[src/rtl/sdram_pkg.sv]
// Shared types and constants for the SDRAM init/refresh command sequencer.
package sdram_pkg;

    localparam int ADDR_W  = 13;
    localparam int A10_BIT = 10;
    localparam int TIMER_W = 16;

    // {cs_n, ras_n, cas_n, we_n}
    typedef enum logic [3:0] {
        CMD_INHIBIT = 4'b1111,
        CMD_NOP     = 4'b0111,
        CMD_PRE     = 4'b0010,
        CMD_AR      = 4'b0001,
        CMD_LMR     = 4'b0000
    } sdram_cmd_t;

    typedef enum logic [2:0] {
        ST_PWRUP    = 3'd0,
        ST_INIT_PRE = 3'd1,
        ST_INIT_AR  = 3'd2,
        ST_INIT_LMR = 3'd3,
        ST_MRD_WAIT = 3'd4,
        ST_IDLE     = 3'd5,
        ST_REF_PRE  = 3'd6,
        ST_REF_AR   = 3'd7
    } init_state_t;

endpackage

[src/rtl/sdram_wait_timer.sv]
// Loadable down-counter; done is high in the last cycle before the count
// reaches zero, so a load of N produces done N cycles after the load edge.
module sdram_wait_timer
    import sdram_pkg::*;
#(
    parameter int W = TIMER_W
) (
    input  logic         clk,
    input  logic         rst_n,
    input  logic         load,
    input  logic [W-1:0] load_val,
    output logic         done
);

    logic [W-1:0] count_q;

    always_ff @(posedge clk or negedge rst_n) begin
        if (!rst_n) begin
            count_q <= '0;
        end else if (load) begin
            count_q <= load_val;
        end else if (count_q != '0) begin
            count_q <= count_q - W'(1);
        end
    end

    assign done = (count_q == W'(1));

endmodule

[src/rtl/sdram_init_refresh_ctrl.sv]
// SDRAM power-up sequencer and periodic AUTO REFRESH scheduler; owns the
// command pins during init and during each granted refresh.
module sdram_init_refresh_ctrl
    import sdram_pkg::*;
#(
    parameter int unsigned PWRUP_CYC = 10000,
    parameter int unsigned TRP       = 8,
    parameter int unsigned TRFC      = 10,
    parameter int unsigned INIT_AR   = 16,
    parameter int unsigned TMRD      = 18,
    parameter int unsigned TREFI     = 780,
    parameter int unsigned MAX_PEND  = 8,
    parameter logic [12:0] MODE_REG  = 13'h033
) (
    input  logic        sys_clk,
    input  logic        reset_n,
    input  logic        ref_gnt,
    output logic        sdr_cs_n,
    output logic        sdr_ras_n,
    output logic        sdr_cas_n,
    output logic        sdr_we_n,
    output logic [12:0] sdr_addr,
    output logic [1:0]  sdr_ba,
    output logic        sdr_cmd_own,
    output logic        sdr_init_done,
    output logic        ref_req,
    output logic        ref_busy,
    output logic [2:0]  dbg_state
);

    localparam int AR_W   = $clog2(INIT_AR + 1);
    localparam int PEND_W = $clog2(MAX_PEND + 1);

    init_state_t       state_q, state_next;
    sdram_cmd_t        cmd_q, cmd_next;
    logic [ADDR_W-1:0] addr_q, addr_next;
    logic              own_q, own_next;
    logic              busy_q, busy_next;
    logic              done_q, done_next;
    logic              armed_q, armed_next;
    logic [AR_W-1:0]   ar_cnt_q, ar_cnt_next;
    logic              gnt_q;
    logic [PEND_W-1:0] pending_q, pend_next;
    logic              ref_overflow, ovf_next;
    logic              req_q;

    logic               cmd_load;
    logic [TIMER_W-1:0] cmd_load_val;
    logic               cmd_done;
    logic               tref_start;
    logic               tref_done;
    logic               ar_issue;

    sdram_wait_timer #(.W(TIMER_W)) u_cmd_timer (
        .clk      (sys_clk),
        .rst_n    (reset_n),
        .load     (cmd_load),
        .load_val (cmd_load_val),
        .done     (cmd_done)
    );

    sdram_wait_timer #(.W(TIMER_W)) u_trefi_timer (
        .clk      (sys_clk),
        .rst_n    (reset_n),
        .load     (tref_start | tref_done),
        .load_val (TIMER_W'(TREFI)),
        .done     (tref_done)
    );

    always_comb begin
        state_next   = state_q;
        cmd_next     = CMD_NOP;
        addr_next    = '0;
        own_next     = own_q;
        busy_next    = busy_q;
        done_next    = done_q;
        armed_next   = armed_q;
        ar_cnt_next  = ar_cnt_q;
        cmd_load     = 1'b0;
        cmd_load_val = '0;
        tref_start   = 1'b0;
        ar_issue     = 1'b0;

        case (state_q)
            ST_PWRUP: begin
                if (!armed_q) begin
                    cmd_load     = 1'b1;
                    cmd_load_val = TIMER_W'(PWRUP_CYC);
                    armed_next   = 1'b1;
                end else if (cmd_done) begin
                    cmd_next           = CMD_PRE;
                    addr_next[A10_BIT] = 1'b1;
                    cmd_load           = 1'b1;
                    cmd_load_val       = TIMER_W'(TRP);
                    state_next         = ST_INIT_PRE;
                end
            end
            ST_INIT_PRE: begin
                if (cmd_done) begin
                    cmd_next     = CMD_AR;
                    cmd_load     = 1'b1;
                    cmd_load_val = TIMER_W'(TRFC);
                    ar_cnt_next  = AR_W'(1);
                    state_next   = ST_INIT_AR;
                end
            end
            ST_INIT_AR: begin
                if (cmd_done) begin
                    cmd_load = 1'b1;
                    if (ar_cnt_q == AR_W'(INIT_AR)) begin
                        cmd_next     = CMD_LMR;
                        addr_next    = MODE_REG;
                        cmd_load_val = TIMER_W'(TMRD);
                        state_next   = ST_INIT_LMR;
                    end else begin
                        cmd_next     = CMD_AR;
                        cmd_load_val = TIMER_W'(TRFC);
                        ar_cnt_next  = ar_cnt_q + AR_W'(1);
                    end
                end
            end
            // INIT_LMR is the first cycle after the mode-register write; the
            // rest of TMRD is spent in MRD_WAIT. Both honour an early expiry.
            ST_INIT_LMR, ST_MRD_WAIT: begin
                if (cmd_done) begin
                    done_next  = 1'b1;
                    own_next   = 1'b0;
                    tref_start = 1'b1;
                    state_next = ST_IDLE;
                end else begin
                    state_next = ST_MRD_WAIT;
                end
            end
            ST_IDLE: begin
                if (gnt_q) begin
                    cmd_next           = CMD_PRE;
                    addr_next[A10_BIT] = 1'b1;
                    own_next           = 1'b1;
                    busy_next          = 1'b1;
                    cmd_load           = 1'b1;
                    cmd_load_val       = TIMER_W'(TRP);
                    state_next         = ST_REF_PRE;
                end
            end
            ST_REF_PRE: begin
                if (cmd_done) begin
                    cmd_next     = CMD_AR;
                    cmd_load     = 1'b1;
                    cmd_load_val = TIMER_W'(TRFC);
                    ar_issue     = 1'b1;
                    state_next   = ST_REF_AR;
                end
            end
            ST_REF_AR: begin
                if (cmd_done) begin
                    own_next   = 1'b0;
                    busy_next  = 1'b0;
                    state_next = ST_IDLE;
                end
            end
            default: state_next = ST_PWRUP;
        endcase

        if (!own_next) begin
            cmd_next  = CMD_INHIBIT;
            addr_next = '0;
        end
    end

    // An expiry coinciding with a refresh issue cancels out.
    always_comb begin
        pend_next = pending_q;
        ovf_next  = ref_overflow;
        if (tref_done && !ar_issue) begin
            if (pending_q == PEND_W'(MAX_PEND)) begin
                ovf_next = 1'b1;
            end else begin
                pend_next = pending_q + PEND_W'(1);
            end
        end else if (ar_issue && !tref_done && pending_q != '0) begin
            pend_next = pending_q - PEND_W'(1);
        end
    end

    // ref_req/ref_gnt: ref_req stays high while refreshes are pending; a
    // ref_gnt seen high in IDLE with ref_req high after init buys exactly one
    // refresh, started the cycle after the grant is sampled. Grants seen at
    // any other time are dropped.
    always_ff @(posedge sys_clk or negedge reset_n) begin
        if (!reset_n) begin
            state_q      <= ST_PWRUP;
            cmd_q        <= CMD_INHIBIT;
            addr_q       <= '0;
            own_q        <= 1'b1;
            busy_q       <= 1'b0;
            done_q       <= 1'b0;
            armed_q      <= 1'b0;
            ar_cnt_q     <= '0;
            gnt_q        <= 1'b0;
            pending_q    <= '0;
            ref_overflow <= 1'b0;
            req_q        <= 1'b0;
        end else begin
            state_q      <= state_next;
            cmd_q        <= cmd_next;
            addr_q       <= addr_next;
            own_q        <= own_next;
            busy_q       <= busy_next;
            done_q       <= done_next;
            armed_q      <= armed_next;
            ar_cnt_q     <= ar_cnt_next;
            gnt_q        <= ref_gnt && req_q && done_q && (state_q == ST_IDLE) && !gnt_q;
            pending_q    <= pend_next;
            ref_overflow <= ovf_next;
            req_q        <= (pend_next != '0);
        end
    end

    assign {sdr_cs_n, sdr_ras_n, sdr_cas_n, sdr_we_n} = cmd_q;
    assign sdr_addr      = addr_q;
    assign sdr_ba        = 2'b00;
    assign sdr_cmd_own   = own_q;
    assign sdr_init_done = done_q;
    assign ref_req       = req_q;
    assign ref_busy      = busy_q;
    assign dbg_state     = state_q;

endmodule

[config.mk]
export PLATFORM = sky130hd
export DESIGN_NAME = sdram_init_refresh_ctrl
export DESIGN_NICKNAME = d
export VERILOG_FILES = /design/src/rtl/sdram_pkg.sv /design/src/rtl/sdram_wait_timer.sv /design/src/rtl/sdram_init_refresh_ctrl.sv
export SDC_FILE = /design/constraint.sdc
export NUM_CORES = 1
export LEC_CHECK = 0
export CELL_PAD_IN_SITES_DETAIL_PLACEMENT = 1
export CELL_PAD_IN_SITES_GLOBAL_PLACEMENT = 2
export CORE_MARGIN = 1.5
export CORE_UTILIZATION = 37
export CTS_CLUSTER_DIAMETER = 120
export DETAILED_ROUTE_END_ITERATION = 10
export GPL_ROUTABILITY_DRIVEN = 0
export HOLD_SLACK_MARGIN = 0.06
export PLACE_DENSITY_LB_ADDON = 0.15
export SYNTH_ARGS = -nofsm -noshare
export SYNTH_HDL_FRONTEND = slang
export SYNTH_HIERARCHICAL = 1
export SYNTH_SLANG_ARGS = --single-unit
[constraint.sdc]
create_clock -name sys_clk -period 3.7 [get_ports sys_clk]
set_clock_uncertainty 0.05 [all_clocks]
set_input_delay 0.925 -clock sys_clk [delete_from_list [all_inputs] [get_ports sys_clk]]
set_output_delay 0.925 -clock sys_clk [all_outputs]
set_load 0.1 [all_outputs]
# Word-level counts from Yosys, hierarchy flattened
# Index checks and enable logic that the tools add are counted.
# word_totals
out_inout_bits	26
wordCells	121
reg_bits	67
# classes
reduce_logical	27
eq_ne	20
bitwise	1
mux	55
addsub	5
# ops
operator	n
two-way mux 16 bit	5
case mux 16 bit (4 select lines)	1
two-way mux 3 bit	13
== test 16 x 1 -> 1 bit, second input constant	2
nonzero test 16 bit	2
subtractor 16 x 1 -> 16 bit, second input constant	2
two-way mux 4 bit	7
case mux 3 bit (7 select lines)	1
two-way mux 5 bit	4
two-way mux 6 bit	3
inequality test 2 bit, second input constant	9
two-way mux 14 bit	1
two-way mux 13 bit	1
== test 3 bit, second input constant	4
two-way mux 1 bit	12
case mux 3 bit (4 select lines)	1
case mux 5 bit (2 select lines)	1
AND reduction 8 bit	1
nonzero test 2 bit	4
nonzero test 4 bit	2
logical AND 1 bit	7
== test 3 x 2 -> 1 bit, second input constant	2
case mux 1 bit (3 select lines)	2
OR reduction 3 bit	2
other kinds (15)	19

# Depth between registers and ports, before layout
# Gate-level depths: netlist (run 1).
# logic_depth
ltp_word	8
depth_mapped	12
mapped_depth_nobuf	10

# By module
# Netlist (run 1), hierarchy kept.
# by_module_without_submodules
module	area_each_um2	seq_area_each_um2	instances	cells_per_inst
sdram_init_refresh_ctrl	1495.2	606.8	1	171
sdram_wait_timer (u_cmd_timer)	1099.8	400.4	1	120
sdram_wait_timer (u_trefi_timer)	1063.5	400.4	1	108

# Least setup slack after synthesis (run 1)
# No wires, ideal clock.
# synth_timing
path_kind	register -> register
start	register state_q[2] (netlist: dbg_state[2])
end	register u_cmd_timer.count_q[13]
path_buffers	3
arrival_ns	2.576
setup_ns	0.121
period_less_slack_ns	2.747
stages_incl_launch_ff	11
slack_ns	0.953
cell_sequence	dfrtp_1 -> buf_6 -> clkbuf_1 -> nand2_1 -> nor2_1 -> o21ai_0 -> o21ai_0 -> buf_2 -> clkinv_1 -> and2_2 -> a22o_1
# synth_via
elab_chain_cells	4
word_cells_on_any_way	11
cone_classes	eq/ne: 4; mux: 3; reduce/logical: 4
# synth_rtl
element	line	text
start: declaration	sdram_init_refresh_ctrl.sv:34	init_state_t state_q, state_next;
start signal: assignment	sdram_init_refresh_ctrl.sv:204	state_q <= state_next;
== test 3 bit, or another cell as far along	sdram_init_refresh_ctrl.sv:84	case (state_q)
OR reduction 3 bit (no source line)	n/a	
case mux 1 bit (3 select lines) *	sdram_init_refresh_ctrl.sv:84	
named net cmd_load	sdram_init_refresh_ctrl.sv:47	logic cmd_load;
two-way mux 16 bit / nonzero test 2 bit (equally long branches)	n/a	
end signal: assignment	sdram_wait_timer.sv:21	count_q <= load_val;
end signal: assignment	sdram_wait_timer.sv:23	count_q <= count_q - W'(1);
end: declaration	sdram_wait_timer.sv:15	logic [W-1:0] count_q;
# Mark *: on every way through the listed nets, which the timed path passes. The rest lies on a longest branch.
# A chain may end at the register's enable or synchronous reset.

# Worst setup path in the final report (run 1)
# layout_timing
start	register u_trefi_timer.count_q[11]
end	register u_trefi_timer.count_q[1]
# layout_via
elab_chain_cells	3
word_cells_on_any_way	5
cone_classes	eq/ne: 1; mux: 1; bitwise: 1; reduce/logical: 2
# layout_rtl
element	line	text
start: declaration	sdram_wait_timer.sv:15	
start signal: assignment	sdram_wait_timer.sv:21	
start signal: assignment	sdram_wait_timer.sv:23	
== test 16 x 1 -> 1 bit *	sdram_wait_timer.sv:27	assign done = (count_q == W'(1));
named net tref_done	sdram_init_refresh_ctrl.sv:51	logic tref_done;
OR 1 bit *	sdram_init_refresh_ctrl.sv:65	.load (tref_start | tref_done),
two-way mux 16 bit / nonzero test 2 bit (equally long branches)	n/a	
# Marked as above.

==> results_dict.tcl, run 1 <==
set metrics [dict create \
    status "finished, final reports clean" \
    postCtsHoldBufs 0 \
    ys_ff_latch 56 \
    synth_cell_types 66 \
    grt_max_degree 37 \
    p_sw_w 0.0004828 \
    holdWs_ns 0.4797 \
    holdPathStages 2 \
    max_freq_ghz 0.3341 \
    clk_latency_ns 0.31 \
    startpoint_type "flop" \
    fp.coreArea_um2 9684 \
    clock_path_buffers 2 \
    period_needed_ns 2.993 \
    postCtsSetupBuffers 0 \
    clk_pin_slew_ns 0.11 \
    syn_area_um2 3659 \
    grt_pass1_wl_um 14670 \
    crit_slowest_cell "nor4_4" \
    n_antenna_cell 0 \
    tightest_slew_ns 0.9588 \
    finalMaxSlewViolations 0 \
    max_stage_delay_ns 0.55 \
    nets 450 \
    cp.required_ns 3.86 \
    die_area_um2 10490 \
    finalCritPeriodShare_pct 80.89 \
    drc_errors 0 \
    die_h_um 102.4 \
    r2r_setup_slack_ns 0.71 \
    num_io_pins 29 \
    avgSynthCellArea_um2 9.169 \
    root_buffer "clkbuf_8" \
    cts_made_buffers 5 \
    rsz0062_at_grt "no" \
    hold_viol 0 \
    dp_hpwl_um 6273 \
    layout-drive-gt1-share_pct 13.18 \
    start_util_pct 37.78 \
    async_flop_share_pct 100.0 \
    finalSetupViolCount 0 \
    fillers 1151 \
    htreeDepth 2 \
    yosys_warnings 6 \
    crit_start "u_trefi_timer/count_q[11]" \
    path_max_fanout 14 \
    r2r.worst_path.cells 7 \
    synth_top_flop_cell "dfrtp_1" \
    worst-setup-path-type "reg2reg" \
    vias 2945 \
    firstDrtPassIters 4 \
    gr-total-overflow 0 \
    p_clk_share_pct 25.7 \
    p_int_w 0.0009160 \
    placement.io_buffers 18 \
    crit_buf_inv 2 \
    fin_ws_ns 0.7070 \
    layout_common_cells "dfrtp_1, nand2_1, conb_1" \
    p_leak_nw 1.694 \
    crit_top_cell "nand2_1" \
    totalWireLength_um 8567 \
    antenna_found_initial 0 \
    cpLargestDelayFamily "simple AND/OR/NAND/NOR gates" \
    ant_nets 0 \
    clock_sinks 56 \
    setup_tns_ns 0 \
    crit_chain "nor4_4, nand2_1, nor2_1, inv_1, nand2_1, buf_4, mux2_2" \
    final_common_cell "dfrtp_1" \
    cp.arrival_ns 3.15 \
    pwr-share-comb_pct 18.4 \
    relSlewSlack_pct 35.88 \
    grt_pass1_vias 2920 \
    via_per_inst 5.140 \
    rows 36 \
    cp.depth 7 \
    drt_iter0_markers 48 \
    timing.rr.start "u_trefi_timer/count_q[11]" \
    gr-usage-all-layers_pct 17.71 \
    maxCapViolCount 0 \
    powerDensity_nw_per_um2 343.1 \
    drt-wirelength-per-cell_um 14.95 \
    cts_tree "done" \
    dp_slack_ns 0.7071 \
    worst_setup_path_end_kind "flop" \
    syn-instance-count 399 \
    min_from "ref_busy" \
    p_seq_share_pct 55.8 \
    yosysSeqAreaShare_pct 38.47 \
    synth-edff-count 0 \
    ir_drop_v 0.0001585 \
    hold_class "reg2reg" \
    area_growth_pct 11.46 \
    switching_share_pct 34.52 \
    cts_resized 0 \
    die_w_um 102.4 \
]
-- logic make-up after synthesis --
kind of cell | synth area share [%]
flops | 38.47
simple gates | 31.46
compound gates | 15.22
buf+inv | 6.566
fa+ha+maj | 2.736
other cells | 0.2053
xor+xnor | 3.352
mux | 1.984
-- layout make-up --
cell class,instances,area [µm²],share of cell area [%]
clock buffer,7,86.33,2.117
clock inverter,1,7.507,0.1841
inverter,17,63.81,1.565
multi-input combinational,332,2138,52.44
sequential,56,1408,34.52
tap,133,166.4,4.081
timing repair buffer,27,207.7,5.094
-- path summary, 6_finish.rpt --
path	endpoint
setup / recovery	u_trefi_timer/count_q[1]
hold / removal	ref_busy
setup reg to reg	u_trefi_timer/count_q[1]
hold reg to reg	ref_busy
max in group asynchronous	sdr_cmd_own
min in group asynchronous	u_cmd_timer/count_q[15]
-- power groups by stage --
stage	Sequential [W]	Combinational [W]	Clock, W
finish	0.000781	0.000258	0.000360
global route	0.000792	0.000287	0.000403
CTS	0.000779	0.000261	0.000378
detailed placement	0.000791	0.000258	0
global placement	0.000787	0.000256	0
floorplan	0.000752	0.000241	0
-- metrics by stage --
stage,cell area (µm²),instances,power (W),util [%]
floorplan,3782,432,0.0009932,-
global placement,3984,565,0.001043,41.14
detailed placement,3984,565,0.001049,41.14
CTS,4078,573,0.001418,42.11
global route,4078,573,0.001482,42.11
finish,4078,573,0.001399,42.11
-- synthesized netlist by cell type (all sizes together), types with 3 or more instances --
master  instances  share of area (%)
o21ai          28                3.8
and3            3               0.55
buf            20                4.1
ha              8                2.7
a21oi          22                3.0
nand3          22                3.0
xnor2           8                1.9
nor2b          11                2.1
nand4b          6                1.8
nor3           12                1.6
and2            3               0.55
inv            16                1.6
or3b            3               0.72
a22o            6                1.4
nor3b           4                1.3
or2b            3               0.62
nor4           13                5.5
a221oi          3               0.72
a31oi           3               0.51
nand4           8                2.2
o31a            3               0.72
dfrtp          51                 35
dfstp           5                3.6
o31ai           4               0.82
mux2i           5                1.4
a211oi          3               0.62
xor2            6                1.4
or4             6                1.2
and2b           3               0.62
clkbuf          7               0.72
nand2b          5               0.85
a21o            4               0.82
nor2           34                3.5
nand2          38                3.9
-- tightest hold or removal path: cells and delay by family (launching register included) --
family | cells | cell delay, ns
flops | 1 | 0.38
compound gates | 1 | 0.06
simple gates | 1 | 0.05
-- state kept, by name (all words and copies together) (netlist names), 2 cells and up --
signal,cells
u_cmd_timer/count_q,16
u_trefi_timer/count_q,16
ar_cnt_q,5
cmd_q,4
pending_q,4
dbg_state,3
sdr_addr,2
-- metal layers --
metal | up-vias | global-route usage (%) | part of all wire (%)
met5 | - | 0 | 0
met4 | 0 | 3.793 | 0.99
met3 | 8 | 2.326 | 1.5
met2 | 25 | 30.16 | 49
met1 | 1441 | 24.07 | 48
li1 | 1471 | - | -
Power figures use the tool's default switching activity.
==> inputs of run 2 (changes only) <==
==> constraint.sdc (replaced) <==
create_clock -name sys_clk -period 2.9 [get_ports sys_clk]
set_clock_uncertainty 0.05 [all_clocks]
set_input_delay 0.725 -clock sys_clk [delete_from_list [all_inputs] [get_ports sys_clk]]
set_output_delay 0.725 -clock sys_clk [all_outputs]
set_load 0.1 [all_outputs]
==> run 2 against run 1 <==
Via count increased by 1.2%. Setup slack got worse by 0.58 ns. Flip-flop and latch count unchanged. Core utilization rose by 1.0 points. Power grew 33%. Final area is 2.5% higher. Register-to-register slack got worse by 0.58 ns. Die area is the same. Critical endpoint is now ref_req. Largest cell class unchanged.
==> results_dict.tcl, run 2 (synthesized netlist as in run 1, its figures left out) <==
set metrics [dict create \
    largestRegisters "u_cmd_timer/count_q: 16 flops, u_trefi_timer/count_q: 16 flops, ar_cnt_q: 5 flops" \
    cp.arrival_ns 2.91 \
    p_seq_share_pct 53.2 \
    die_area_um2 10490 \
    totalWireLength_um 8387 \
    clock_path_buffers 2 \
    layout_common_cells "dfrtp_1, nand2_1, conb_1" \
    startpoint_type "flop" \
    postCtsHoldBufs 0 \
    drt_iter0_markers 62 \
    drc_errors 0 \
    cts_made_buffers 5 \
    worst-setup-path-type "reg2reg" \
    placement.io_buffers 18 \
    grt_pass1_vias 2889 \
    p_int_w 0.001239 \
    area_growth_pct 14.19 \
    htreeDepth 2 \
    gr-usage-all-layers_pct 16.98 \
    cts_resized 0 \
    dp_hpwl_um 6134 \
    fillers 1188 \
    vias 2980 \
    maxCapViolCount 0 \
    rows 36 \
    p_clk_share_pct 28.8 \
    finalMaxSlewViolations 0 \
    relSlewSlack_pct 57.19 \
    die_h_um 102.4 \
    grt_max_degree 57 \
    p_leak_nw 1.767 \
    finalCritPeriodShare_pct 95.74 \
    clk_pin_slew_ns 0.11 \
    nets 460 \
    p_sw_w 0.0006243 \
    ir_drop_v 0.0003091 \
    root_buffer "clkbuf_8" \
    num_io_pins 29 \
    worst_setup_path_end_kind "flop" \
    die_w_um 102.4 \
    max_freq_ghz 0.3602 \
    powerDensity_nw_per_um2 446.1 \
    n_antenna_cell 0 \
    grt_pass1_wl_um 14250 \
    firstDrtPassIters 4 \
    final_common_cell "dfrtp_1" \
    clock_sinks 56 \
    cp.required_ns 3.03 \
    switching_share_pct 33.50 \
    holdWs_ns 0.3250 \
    hold_class "in2async" \
    antenna_found_initial 0 \
    start_util_pct 37.78 \
    tightest_slew_ns 0.6363 \
    pwr-share-comb_pct 18.0 \
    status "finished, final reports clean" \
    via_per_inst 5.111 \
    fp.coreArea_um2 9684 \
    layout-drive-gt1-share_pct 15.78 \
    ant_nets 0 \
    gr-total-overflow 0 \
    r2r_setup_slack_ns 0.12 \
    path_max_fanout 12 \
    period_needed_ns 2.777 \
    drt-wirelength-per-cell_um 14.39 \
    finalSetupViolCount 0 \
    clk_latency_ns 0.31 \
    hold_viol 0 \
    dp_slack_ns 0.1480 \
    cts_tree "done" \
    fin_ws_ns 0.1235 \
]
-- run 2: cell count changes in the layout (fill, tap and decap cells not counted), sizes merged --
| cell | change |
|---|---|
| buf | +12 |
| clkbuf | -2 |
| clkdlybuf4s50 | -2 |
| bufinv | +1 |
| clkinv | +1 |
-- run 2: path summary, 6_finish.rpt --
path / from / to / depth (start not counted)
setup / recovery: u_cmd_timer/count_q[9] / ref_req / 9
hold / removal: reset_n / u_cmd_timer/count_q[14] / 2
setup reg to reg: u_cmd_timer/count_q[9] / ref_req / 9
hold reg to reg: sdr_init_done / sdr_init_done / 1
max in group asynchronous: reset_n / cmd_q[1] / 2
min in group sys_clk: sdr_init_done / sdr_init_done / 1
-- run 2: worst max-delay path, cell delays in order (launching register included) --
cell	delay [ns]
dfrtp_1	0.47
nor4_4	0.40
nand2_1	0.16
nor2_1	0.13
buf_4	0.19
nand4b_4	0.21
and4b_1	0.26
a21oi_1	0.13
o22ai_1	0.12
or4_1	0.53
-- run 2: metrics by stage --
| step | util, % | instance area, µm² | power, W | TNS, ns | instances |
|---|---|---|---|---|---|
| after CTS | 43.06 | 4170 | 0.001895 | 0 | 582 |
| final | 43.14 | 4178 | 0.001864 | 0 | 583 |
| after floorplan | - | 3782 | 0.001267 | 0 | 432 |
| after detailed placement | 41.91 | 4059 | 0.001347 | 0 | 574 |
| after global routing | 43.14 | 4178 | 0.001974 | -0.002023 | 583 |
| after global placement | 41.91 | 4059 | 0.001337 | 0 | 574 |
-- run 2: timing repair --
action	4_1_cts	5_1_grt
hold endpoints to repair	0	0
buffers inserted	0	1
endpoints found under the setup margin	0	1
-- run 2: area by class of cell --
| class | instances | area, µm² | share of cell area (%) |
|---|---|---|---|
| clock buffer | 5 | 68.82 | 1.647 |
| clock inverter | 3 | 42.54 | 1.018 |
| inverter | 17 | 63.81 | 1.527 |
| multi-input combinational | 332 | 2138 | 51.18 |
| sequential | 56 | 1408 | 33.69 |
| tap | 133 | 166.4 | 3.983 |
| timing repair buffer | 37 | 290.3 | 6.948 |
-- run 2: routing by layer --
layer / part of all wire (%) / global-route usage [%] / wire length (µm)
met1: 49 / 22.88 / 4136
met2: 48 / 29.55 / 4051
met3: 1.7 / 2.257 / 140
met4: 0.68 / 2.845 / 57
met5: 0 / 0 / 0
-- run 2: power by group through the flow --
stage                     clock, W  combinational (W)  sequential [W]
after CTS                 0.000562           0.000342        0.000992
after detailed placement         0           0.000341         0.00101
after global routing      0.000581           0.000382         0.00101
final                     0.000537           0.000335        0.000992
after global placement           0           0.000334         0.00100
after floorplan                  0           0.000308        0.000960
